<file path="config.mk">
export PLATFORM = sky130hd
export DESIGN_NAME = mips_controller
export DESIGN_NICKNAME = d
export VERILOG_FILES = /design/src/rtl/mips_controller.sv
export SDC_FILE = /design/constraint.sdc
export NUM_CORES = 1
export LEC_CHECK = 0
export CORE_ASPECT_RATIO = 0.75
export CORE_UTILIZATION = 43
export DETAILED_ROUTE_END_ITERATION = 6
export PLACE_DENSITY = 0.72
export SLEW_MARGIN = 0
export SYNTH_ARGS = -nofsm -noshare
export SYNTH_HDL_FRONTEND = slang
export SYNTH_SLANG_ARGS = --single-unit
</file>
<file path="constraint.sdc">
create_clock -name clk -period 2.55 [get_ports clk]
set_input_delay 0.51 -clock clk [delete_from_list [all_inputs] [get_ports clk]]
set_output_delay 0.51 -clock clk [all_outputs]
set_load 0.05 [all_outputs]
</file>
<file path="src/rtl/mips_controller.sv">
// Multi-cycle MIPS-style control unit: Moore FSM driving datapath strobes and mux selects.
// Optional ILLEGAL_OP_HALT_EN: illegal decodes park in HALT (halted=1) until reset instead of acting as NOP.
module mips_controller (
  input  logic        clk,
  input  logic        rst,
  input  logic [15:0] inst_bus,
  output logic        pc_write,
  output logic        pc_write_cond,
  output logic        mem_write,
  output logic        mem_read,
  output logic        IR_write,
  output logic        reg_write_en,
  output logic        mem_adr_sel,
  output logic        reg_write_adr_sel,
  output logic        ALU_src_A_sel,
  output logic [2:0]  reg_write_sel,
  output logic [1:0]  ALU_src_B_sel,
  output logic [1:0]  pc_sel,
  output logic [1:0]  ALU_op_code,
  output logic        halted
);

  typedef enum logic [3:0] {
    S_FETCH, S_DECODE, S_LD_MEM, S_LD_WB, S_ST_MEM, S_JMP, S_BRZ,
    S_EX_R, S_EX_I, S_WB, S_MOVETO, S_MOVEFROM, S_NOT, S_HALT
  } state_t;

  typedef struct packed {
    logic       pc_write;
    logic       pc_write_cond;
    logic       mem_write;
    logic       mem_read;
    logic       ir_write;
    logic       reg_write_en;
    logic       mem_adr_sel;
    logic       reg_write_adr_sel;
    logic       alu_src_a_sel;
    logic [2:0] reg_write_sel;
    logic [1:0] alu_src_b_sel;
    logic [1:0] pc_sel;
    logic [1:0] alu_op;
  } ctrl_t;

  localparam logic [1:0] ALU_ADD = 2'b00;
  localparam logic [1:0] ALU_SUB = 2'b01;
  localparam logic [1:0] ALU_AND = 2'b10;
  localparam logic [1:0] ALU_OR  = 2'b11;

  state_t state_q, state_d;
  ctrl_t  ctrl_q, ctrl_d, ctrl_out;
  logic [1:0] dec_op;
  logic       illegal;
  logic       unused_ri;

  // Ri is consumed by the datapath, not by the controller.
  assign unused_ri = ^inst_bus[11:9];

  function automatic ctrl_t ctrl_for(input state_t s, input logic [1:0] op);
    ctrl_t c;
    c = '0;
    case (s)
      S_FETCH: begin
        c.mem_read      = 1'b1;
        c.mem_adr_sel   = 1'b1;
        c.ir_write      = 1'b1;
        c.alu_src_a_sel = 1'b1;
        c.alu_src_b_sel = 2'd1;
        c.alu_op        = ALU_ADD;
        c.pc_sel        = 2'd3;
        c.pc_write      = 1'b1;
      end
      S_LD_MEM: c.mem_read = 1'b1;
      S_LD_WB: begin
        c.reg_write_en      = 1'b1;
        c.reg_write_adr_sel = 1'b1;
        c.reg_write_sel     = 3'd4;
      end
      S_ST_MEM: c.mem_write = 1'b1;
      S_JMP: begin
        c.pc_sel   = 2'd2;
        c.pc_write = 1'b1;
      end
      S_BRZ: begin
        c.alu_src_b_sel = 2'd2;
        c.alu_op        = ALU_SUB;
        c.pc_sel        = 2'd1;
        c.pc_write_cond = 1'b1;
      end
      S_EX_R: begin
        c.alu_src_b_sel = 2'd2;
        c.alu_op        = op;
      end
      S_EX_I: c.alu_op = op;
      S_WB: begin
        c.reg_write_en      = 1'b1;
        c.reg_write_adr_sel = 1'b1;
        c.reg_write_sel     = 3'd1;
      end
      S_MOVETO: begin
        c.reg_write_en  = 1'b1;
        c.reg_write_sel = 3'd3;
      end
      S_MOVEFROM: begin
        c.reg_write_en      = 1'b1;
        c.reg_write_adr_sel = 1'b1;
        c.reg_write_sel     = 3'd2;
      end
      S_NOT: begin
        c.reg_write_en      = 1'b1;
        c.reg_write_adr_sel = 1'b1;
        c.reg_write_sel     = 3'd0;
      end
      default: c = '0;
    endcase
    return c;
  endfunction

  always_comb begin
    state_d = S_FETCH;
    dec_op  = ALU_ADD;
    illegal = 1'b0;
    case (state_q)
      S_FETCH:  state_d = S_DECODE;
      S_DECODE: begin
        casez (inst_bus[15:12])
          4'b0000: state_d = S_LD_MEM;
          4'b0001: state_d = S_ST_MEM;
          4'b0010: state_d = S_JMP;
          4'b0100: state_d = S_BRZ;
          4'b1000: begin
            case (inst_bus[8:0])
              9'h001:  state_d = S_MOVETO;
              9'h002:  state_d = S_MOVEFROM;
              9'h004:  begin state_d = S_EX_R; dec_op = ALU_ADD; end
              9'h008:  begin state_d = S_EX_R; dec_op = ALU_SUB; end
              9'h010:  begin state_d = S_EX_R; dec_op = ALU_AND; end
              9'h020:  begin state_d = S_EX_R; dec_op = ALU_OR;  end
              9'h040:  state_d = S_NOT;
              9'h080:  state_d = S_FETCH;
              default: illegal = 1'b1;
            endcase
          end
          // Immediate opcodes carry the ALU op in their low two bits.
          4'b11??: begin
            state_d = S_EX_I;
            dec_op  = inst_bus[13:12];
          end
          default: illegal = 1'b1;
        endcase
        if (illegal) begin
`ifdef ILLEGAL_OP_HALT_EN
          state_d = S_HALT;
`else
          state_d = S_FETCH;
`endif
        end
      end
      S_LD_MEM: state_d = S_LD_WB;
      S_EX_R:   state_d = S_WB;
      S_EX_I:   state_d = S_WB;
      S_HALT:   state_d = S_HALT;
      default:  state_d = S_FETCH;
    endcase
    ctrl_d = ctrl_for(state_d, dec_op);
  end

`ifdef ILLEGAL_OP_HALT_EN
  logic halted_q, halted_d;
  assign halted_d = (state_d == S_HALT);
`endif

  always_ff @(posedge clk) begin
    if (rst) begin
      state_q  <= S_FETCH;
      ctrl_q   <= ctrl_for(S_FETCH, ALU_ADD);
`ifdef ILLEGAL_OP_HALT_EN
      halted_q <= 1'b0;
`endif
    end else begin
      state_q  <= state_d;
      ctrl_q   <= ctrl_d;
`ifdef ILLEGAL_OP_HALT_EN
      halted_q <= halted_d;
`endif
    end
  end

  // Reset masks every output immediately, even mid-instruction.
  assign ctrl_out = rst ? '0 : ctrl_q;

  assign pc_write          = ctrl_out.pc_write;
  assign pc_write_cond     = ctrl_out.pc_write_cond;
  assign mem_write         = ctrl_out.mem_write;
  assign mem_read          = ctrl_out.mem_read;
  assign IR_write          = ctrl_out.ir_write;
  assign reg_write_en      = ctrl_out.reg_write_en;
  assign mem_adr_sel       = ctrl_out.mem_adr_sel;
  assign reg_write_adr_sel = ctrl_out.reg_write_adr_sel;
  assign ALU_src_A_sel     = ctrl_out.alu_src_a_sel;
  assign reg_write_sel     = ctrl_out.reg_write_sel;
  assign ALU_src_B_sel     = ctrl_out.alu_src_b_sel;
  assign pc_sel            = ctrl_out.pc_sel;
  assign ALU_op_code       = ctrl_out.alu_op;

`ifdef ILLEGAL_OP_HALT_EN
  assign halted = ~rst & halted_q;
`else
  assign halted = 1'b0;
`endif

endmodule

</file>
**Word-level counts from Yosys, hierarchy flattened**

Cells that the tools add are included.

- Word-level logic and storage cells: 76
- Register bits after elaboration: 20
- Bits of input ports: 18
- Output and inout bits: 19

- Equality and inequality tests: 29
- Multiplexer cells: 22
- Reduce and logical (&&, ||, !) cells: 13

Operators with widths:

| operator | number |
|---|---|
| equality test 4 bit (second input constant) | 8 |
| equality test 4 x 3 -> 1 bit (second input constant) | 6 |
| one-hot mux 4 bit (6 select lines) | 1 |
| one-hot mux 4 bit (5 select lines) | 1 |
| two-way mux 18 bit | 1 |
| equality test 4 x 2 -> 1 bit (second input constant) | 4 |
| one-hot mux 4 bit (4 select lines) | 1 |
| zero test 4 bit | 3 |
| one-hot mux 2 bit (2 select lines) | 3 |
| one-hot mux 2 bit (3 select lines) | 2 |
| one-hot mux 3 bit (4 select lines) | 1 |
| OR reduction 2 bit | 5 |
| OR reduction 5 bit | 2 |
| equality test 9 x 1 -> 1 bit (second input constant) | 1 |
| equality test 9 x 2 -> 1 bit (second input constant) | 1 |
| equality test 9 x 3 -> 1 bit (second input constant) | 1 |
| equality test 9 x 4 -> 1 bit (second input constant) | 1 |
| equality test 9 x 5 -> 1 bit (second input constant) | 1 |
| equality test 9 x 6 -> 1 bit (second input constant) | 1 |
| equality test 9 x 7 -> 1 bit (second input constant) | 1 |
| equality test 9 x 8 -> 1 bit (second input constant) | 1 |
| two-way mux 1 bit | 9 |
| equality test 4 x 1 -> 1 bit (second input constant) | 2 |
| OR reduction 4 bit | 2 |
| 5 further kinds | 5 |

**Depth between registers and ports, before layout**

Gate-level depths: netlist of the first run.

- Word-level depth: 10
- Gate-level depth with buffers: 9
- Depth with buffers taken out: 7

**Worst setup path before layout of the first run**

Ideal clock, no wire load.

- Kind: input to register
- From: input port inst_bus[13]
- To: register ctrl_q[1] (netlist bit)
- Setup time: 0.103 ns
- Cell stages on the path: 7
- Data arrival time: 2.444 ns
- Path buffers: 0
- Required time: 2.447 ns
- Setup slack: 0.003 ns
- Cell sequence: or4b_4 or4_4 o21ai_2 or2_2 a21oi_1 or3_1 a2111oi_2

- Word-level cells in the longest chain between the ends: 9
- Elaborated cells between the ends (all ways): 18
- Classes of those cells: 7 x eq/ne; 8 x mux; 3 x reduce/logical

RTL lines:

| item | RTL line | text |
|---|---|---|
| start, declared | 6 | `input logic [15:0] inst_bus,` |
| equality test 4 x 3 -> 1 bit (tied with other cells) | 125 | `casez (inst_bus[15:12])` |
| OR reduction 5 bit (no line) | n/a |  |
| one-hot mux 1 bit (2 select lines) | 125 |  |
| two-way mux 1 bit | 122 | `case (state_q)` |
| two-way mux 4 bit | 150 | `if (illegal) begin` |
| one-hot mux 4 bit (5 select lines) | 122 |  |
| equality test 4 bit or equality test 4 x 3 -> 1 bit (tied branches) | 61 | `case (s)` |
| OR reduction 2 bit (no line) | n/a |  |
| one-hot mux 2 bit (2 select lines) (*) | 61 |  |
| end signal, assigned | 175 | `ctrl_q <= ctrl_for(S_FETCH, ALU_ADD);` |
| end signal, assigned | 181 | `ctrl_q <= ctrl_d;` |
| end, declared | 50 | `ctrl_t ctrl_q, ctrl_d, ctrl_out;` |

Every way passes the cells marked *; elsewhere a longest branch is shown, timed or not. The select of a mux whose other input is x is not followed.
A chain may end at the register's enable or synchronous reset.

**Worst setup path after layout of the first run**

- From: input port inst_bus[3]
- To: register ctrl_q[1] (netlist bit)

- Word-level cells in the longest chain between the ends: 10
- Elaborated cells between the ends (all ways): 25
- Classes of those cells: 11 x eq/ne; 11 x mux; 3 x reduce/logical

RTL lines:

| item | RTL line | text |
|---|---|---|
| equality test 9 x 8 -> 1 bit (tied with other cells) | 131 | `case (inst_bus[8:0])` |
| OR reduction 8 bit (no line) | n/a |  |
| two-way mux 1 bit | 131 |  |
| one-hot mux 1 bit (2 select lines) | 125 |  |
| two-way mux 1 bit | 122 |  |
| two-way mux 4 bit | 150 |  |
| one-hot mux 4 bit (5 select lines) | 122 |  |
| equality test 4 bit or equality test 4 x 3 -> 1 bit (tied branches) | 61 |  |
| OR reduction 2 bit (no line) | n/a |  |
| one-hot mux 2 bit (2 select lines) (*) | 61 |  |

Marked as above.

==> impl_metrics.yaml, run 1 <==
clocking:
  clock-sinks: 20
  clock_latency_ns: 0.26
  cts_tree: "built"
  clk_pin_slew_ns: 0.07
  cts_inserted_buffers: 3
  htree_levels: 1
  clockRootBuffer: "clkbuf_8"
  postCtsHoldBufs: 0
  cts_max_path_buffers: 2
routing:
  viasPerCell: 5.92
  antenna_left: 0
  vias: 1558
  drc_errors: 0
  drt_wl_total_mm: 4.34
  drt_pass1_iterations: 5
  wire_per_inst_um: 16.5
  drt_iter0_drc: 79
synthesis:
  postSynthNetCount: 180
  synth_top_area_share: 0.300
  syn_inst: 162
  avgSynthCellArea_um2: 8.25
  synth.cell_area_um2: 1340
  ys_warn_count: 0
  synth_area_leader_cell: "dfxtp_1"
  ys_top_cells_by_area: "dfxtp_1 (30%), nor2b_1 (8.0%), nor3_1 (4.1%)"
  synthDistinctLibCells: 47
  ys_seq_area_frac: 0.300
  ys_ff_latch: 20
sta:
  tightest_slew_ns: 0.741
  finClkSkew_ns: 0.000850
  relSlewSlack: 0.506
  min_period_ns: 2.54
  period_share: 0.996
  setup_viol: 0
  drv_slew: 0
  setup_slack_ns: 0.00986
  hold_slack_ns: 0.743
  finalHoldViolations: 0
  max_freq_mhz: 394
  rsz0062_at_grt: "true"
global_route:
  globalRouteMet2Util: 0.429
  use_met1: 0.316
  antenna_found_initial: 0
  grt_pass1_vias: 1347
  grt_busiest_layer: "met2"
  grt_util_all_layers: 0.249
  grt_overflow: 0
  grt_max_degree: 22
  grt_pass1_wl_mm: 6.29
  met3_usage: 0.0545
worst_setup_path:
  cp.required_ns: 2.71
  cp-end-kind: "flop"
  crit_arrival_ns: 2.70
  cp_max_fo: 5
  start_kind: "primary input"
  crit_type: "primary input to flop"
  r2r_cells: 5
place:
  placedCellCount: 255
  pre_cts_ws_ns: -0.552
  hpwl_mm: 2.88
  io_buffers: 32
  place_congestion: 0.956
  place_area_um2: 2070
min_path:
  min_path_cells: 3
  worstHoldPathType: "flop to flop"
status:
  status: "completed"
cells_and_area:
  drive_gt1_frac: 0.431
  antennaDiodeCount: 0
  instances_no_fill: 263
  fin_area_um2: 2300
  areaGrowthSynthToFinish_pct: 72.5
  final_core_util: 0.780
  nNetsFinal: 244
die:
  pin_count: 37
  rows: 17
  fp.dieArea_um2: 3340
  initial_core_util: 0.452
  chipHeight_um: 50.3
  die_w_um: 66.4
  core_area_um2: 2960
power_and_ir_drop:
  power_density_nw_per_um2: 412
  peakVddDrop_mv: 0.313
  power_leakage_nw: 0.995
flow_run:
  maxCapViolations: 0
-- report_power, final --
part | switching, mW | internal [mW]
logic | 0.166 | 0.142
clock network | 0.101 | 0.209
registers | 0.00531 | 0.325
-- flip-flops by register name, indices dropped and copies added (netlist names) --
name and count:
state_q 4, ctrl_q 16
-- metrics by stage --
step | power (mW) | TNS [ns]
floorplan | 0.481 | 0
global placement | 0.607 | -6.36
detailed placement | 0.616 | -7.50
CTS | 0.933 | -0.0486
global route | 0.981 | -0.0458
finish | 0.949 | 0
-- critical path: stages --
cell           delay (ns)
dlygate4sd2_1        0.24
or4_4                0.57
a21oi_2              0.17
a21oi_2              0.05
o31ai_2              0.26
a31oi_2              0.15
or3_4                0.42
a2111oi_4            0.33
-- path summary, 6_finish.rpt --
check	from	endpoint	slack (ns)
max	inst_bus[3]	ctrl_q[1]	0.01
min	state_q[0]	ctrl_q[8]	0.74
max reg2reg	state_q[0]	ctrl_q[1]	0.47
min reg2reg	state_q[0]	ctrl_q[8]	0.74
-- metal layers --
layer,wire (µm),vias up,share of wire
li1,-,711,-
met1,1770,734,0.41
met2,2090,102,0.48
met3,388,11,0.089
met4,88,0,0.020
met5,0,-,0
-- cells in the final DEF (no fill, tap or decap), types with 3 or more instances in the layout --
cell type / instances
o21bai_1: 4
nor2b_1: 17
clkbuf_2: 5
dlymetal6s2s_1: 6
xor2_1: 5
nand2_1: 4
a21oi_1: 3
a31oi_1: 3
nand3_1: 3
nand2b_1: 5
buf_6: 3
xnor2_1: 3
a21oi_2: 4
inv_1: 6
nor2_1: 11
dfxtp_1: 20
clkbuf_8: 3
nor3_1: 8
buf_4: 35
buf_12: 18
o21ai_0: 4
-- layout make-up --
type                    count  area [µm²]
fillers                   167         652
clock buffers               3        41.3
repair buffers             69         776
inverters                   6        22.5
multi-input cells         126         987
well taps                  38        47.5
clock inverters             1        30.0
flip-flops and latches     20         400
-- cells by family (layout without fill, tap and decap cells) --
family,after synthesis,after routing,share of synthesized area
other,1,1,0.00281
AND/OR/NAND/NOR,75,75,0.335
flip-flops,20,20,0.300
XOR/XNOR,8,8,0.0524
buffers and inverters,16,79,0.0627
AO/OA/AOI/OAI,42,42,0.247
-- cells in the mapped netlist (all sizes together) --
library cell,instances
dfxtp,20
nor2b,17
nor2,12
nor3,11
a21oi,8
buf,7
a31oi,6
inv,6
nand2b,6
o21ai,6
xor2,5
nand2,4
o21bai,4
or2,4
a31o,3
clkbuf,3
nand3,3
o31ai,3
or3,3
xnor2,3
a221o,2
a41o,2
and3,2
nand3b,2
nor3b,2
nor4,2
nor4b,2
or4,2
or4b,2
a2111oi,1
a211o,1
a211oi,1
a221oi,1
a22o,1
conb,1
nand4,1
o21a,1
o22ai,1
o41a,1
-- what timing repair did --
action | 4_1_cts | 5_1_grt
pin swaps | 9 | 13
buffers inserted | 1 | 3
resized for setup | 27 | 27
setup endpoints to repair | 17 | 10
gates cloned | 0 | 0
No activity file was read; power rests on OpenSTA's default activity.
==> run 2: changes to the inputs <==
- CORE_MARGIN: not set -> 2
==> run 2 against run 1 <==
  * Register-to-register slack lost 0.05 ns
  * Final area grew 1.4%
  * Core utilization grew 1.1 points
  * Clock power shrank 1%
  * Clock skew grew 0.0027 ns
  * Non-clock buffer count grew 7
  * Wire length grew 2.5%
  * Combinational power grew 3%
  * Sequential power is essentially flat
  * Hold slack gained 0.013 ns
  * Global-route usage grew 0.083 points
  * Highest routed layer unchanged
==> impl_metrics.yaml, run 2 (synthesis results as in run 1) <==
place:
  pre_cts_ws_ns: -0.599
  placedCellCount: 259
  place_area_um2: 2100
  io_buffers: 32
  place_congestion: 0.960
  hpwl_mm: 2.95
sta:
  hold_slack_ns: 0.756
  period_share: 0.999
  min_period_ns: 2.55
  setup_slack_ns: 0.00359
  drv_slew: 0
  finalHoldViolations: 0
  setup_viol: 0
  relSlewSlack: 0.491
  finClkSkew_ns: 0.00357
  tns_ns: 0
  tightest_slew_ns: 0.763
  max_freq_mhz: 393
worst_setup_path:
  crit_end: "ctrl_q[1]"
  cp.required_ns: 2.71
  crit_type: "primary input to flop"
  cpPeakStageDelay_ns: 0.52
  crit_slowest_cell: "or4_4"
  cp-end-kind: "flop"
  crit_arrival_ns: 2.71
  reg2reg_setup_slack_ns: 0.42
  r2r_cells: 5
  cp_max_fo: 2
  r2r-end: "ctrl_q[1]"
  worst-path-stages: 8
  start_kind: "primary input"
  crit_chain: "clkdlybuf4s15_1, or3_4, or4_4, o21ai_2, or2_4, a21oi_2, or3_1, a2111oi_2"
  critical_path.top_delay_family: "simple AND/OR/NAND/NOR gates"
  startpoint: "inst_bus[8]"
  critPathBufInv: 1
  timing.rr.start: "state_q[0]"
clocking:
  clk_pin_slew_ns: 0.07
  clockRootBuffer: "clkbuf_8"
  cts_tree: "built"
  clock-sinks: 20
  htree_levels: 1
  cts_max_path_buffers: 2
  cts_inserted_buffers: 3
  clock_latency_ns: 0.26
global_route:
  grt_util_all_layers: 0.250
  grt_max_degree: 22
  grt_pass1_vias: 1489
  grt_pass1_wl_mm: 6.71
  grt_overflow: 0
  antenna_found_initial: 0
power_and_ir_drop:
  power_density_nw_per_um2: 409
  power_frac_comb: 0.332
  p_total_mw: 0.955
  power_frac_seq: 0.346
  switching_share: 0.285
  peakVddDrop_mv: 0.403
  internal_power_mw: 0.683
  pwr-share-clk: 0.322
  switching_power_mw: 0.272
  power_leakage_nw: 0.992
die:
  die_w_um: 68.4
  rows: 17
  initial_core_util: 0.452
  core_area_um2: 2960
  fp.dieArea_um2: 3570
  pin_count: 37
  chipHeight_um: 52.3
routing:
  viasPerCell: 5.87
  drt_iter0_drc: 106
  wire_per_inst_um: 16.5
  antenna_left: 0
  drt_wl_total_mm: 4.45
  vias: 1586
  drt_pass1_iterations: 4
  drc_errors: 0
cells_and_area:
  final_cell_mix: "buf_4 (43), dfxtp_1 (20), buf_12 (18)"
  fin_area_um2: 2340
  areaGrowthSynthToFinish_pct: 74.8
  layout_commonest_cell: "buf_4"
  nNetsFinal: 251
  top_register: "ctrl_q"
  drive_gt1_frac: 0.453
  largest_register_ffs: 16
  instances_no_fill: 270
  final_core_util: 0.790
  antennaDiodeCount: 0
  reg.largest.list: "ctrl_q (16), state_q (4)"
min_path:
  worstHoldPathType: "flop to flop"
status:
  status: "completed"
flow_run:
  maxCapViolations: 0
[run 2: cell types whose count changed in the layout (fill, tap and decap cells not counted), sizes merged]
cell / previous run / this run
buf: 56 / 64
clkbuf: 8 / 7
clkdlybuf4s15: 0 / 3
dlygate4sd2: 1 / 2
dlymetal6s2s: 6 / 2
[run 2: layout make-up]
type	count	area (µm²)
Timing Repair Buffer	76	813
Tap cell	38	47.5
Fill cell	194	621
Inverter	6	22.5
Sequential cell	20	400
Multi-Input combinational cell	126	981
Clock buffer	3	41.3
Clock inverter	1	30.0
[run 2: how the worst min path moves through the flow]
stage                       startpoint   endpoint  slack, ns  depth (start not counted)
after floorplan             state_q[0]  ctrl_q[8]       0.61                          3
after global placement      state_q[0]  ctrl_q[8]       0.67                          3
after detailed placement    state_q[0]  ctrl_q[8]       0.70                          3
after CTS                   state_q[0]  ctrl_q[8]       0.70                          3
after global routing      inst_bus[13]  ctrl_q[1]       0.77                          4
final                       state_q[0]  ctrl_q[8]       0.76                          3
[run 2: power groups by stage]
stage / Combinational (mW) / Sequential [mW] / Clock [mW]
after floorplan: 0.145 / 0.336 / 0
after global placement: 0.277 / 0.337 / 0
after detailed placement: 0.284 / 0.337 / 0
after CTS: 0.297 / 0.330 / 0.313
after global routing: 0.334 / 0.332 / 0.330
final: 0.318 / 0.331 / 0.307
[run 2: worst register-to-register path: stages, from the launching register on]
cell and delay, ns:
dfxtp_1 0.41, o21ai_0 0.12, a221oi_1 0.67, nor2_1 0.13, or3_1 0.36, a2111oi_2 0.35
[run 2: per-layer routing]
layer / track usage / wire length (µm)
met2: 0.442 / 2210
met4: 0.0467 / 61
met5: 0 / 0
met3: 0.0387 / 306
met1: 0.322 / 1870
[run 2: repair_timing]
item                                    4_1_cts  5_1_grt
buffers inserted                              5        2
resized for setup                            31       25
pin swaps                                    12       15
hold buffers                                  0        0
endpoints found under the setup margin       17       11
==> run 3: changes to the inputs <==
- CTS_CLUSTER_DIAMETER: not set -> 30
==> results of run 3 <==
The final DEF is identical to that of run 2; final timing and power are the same.
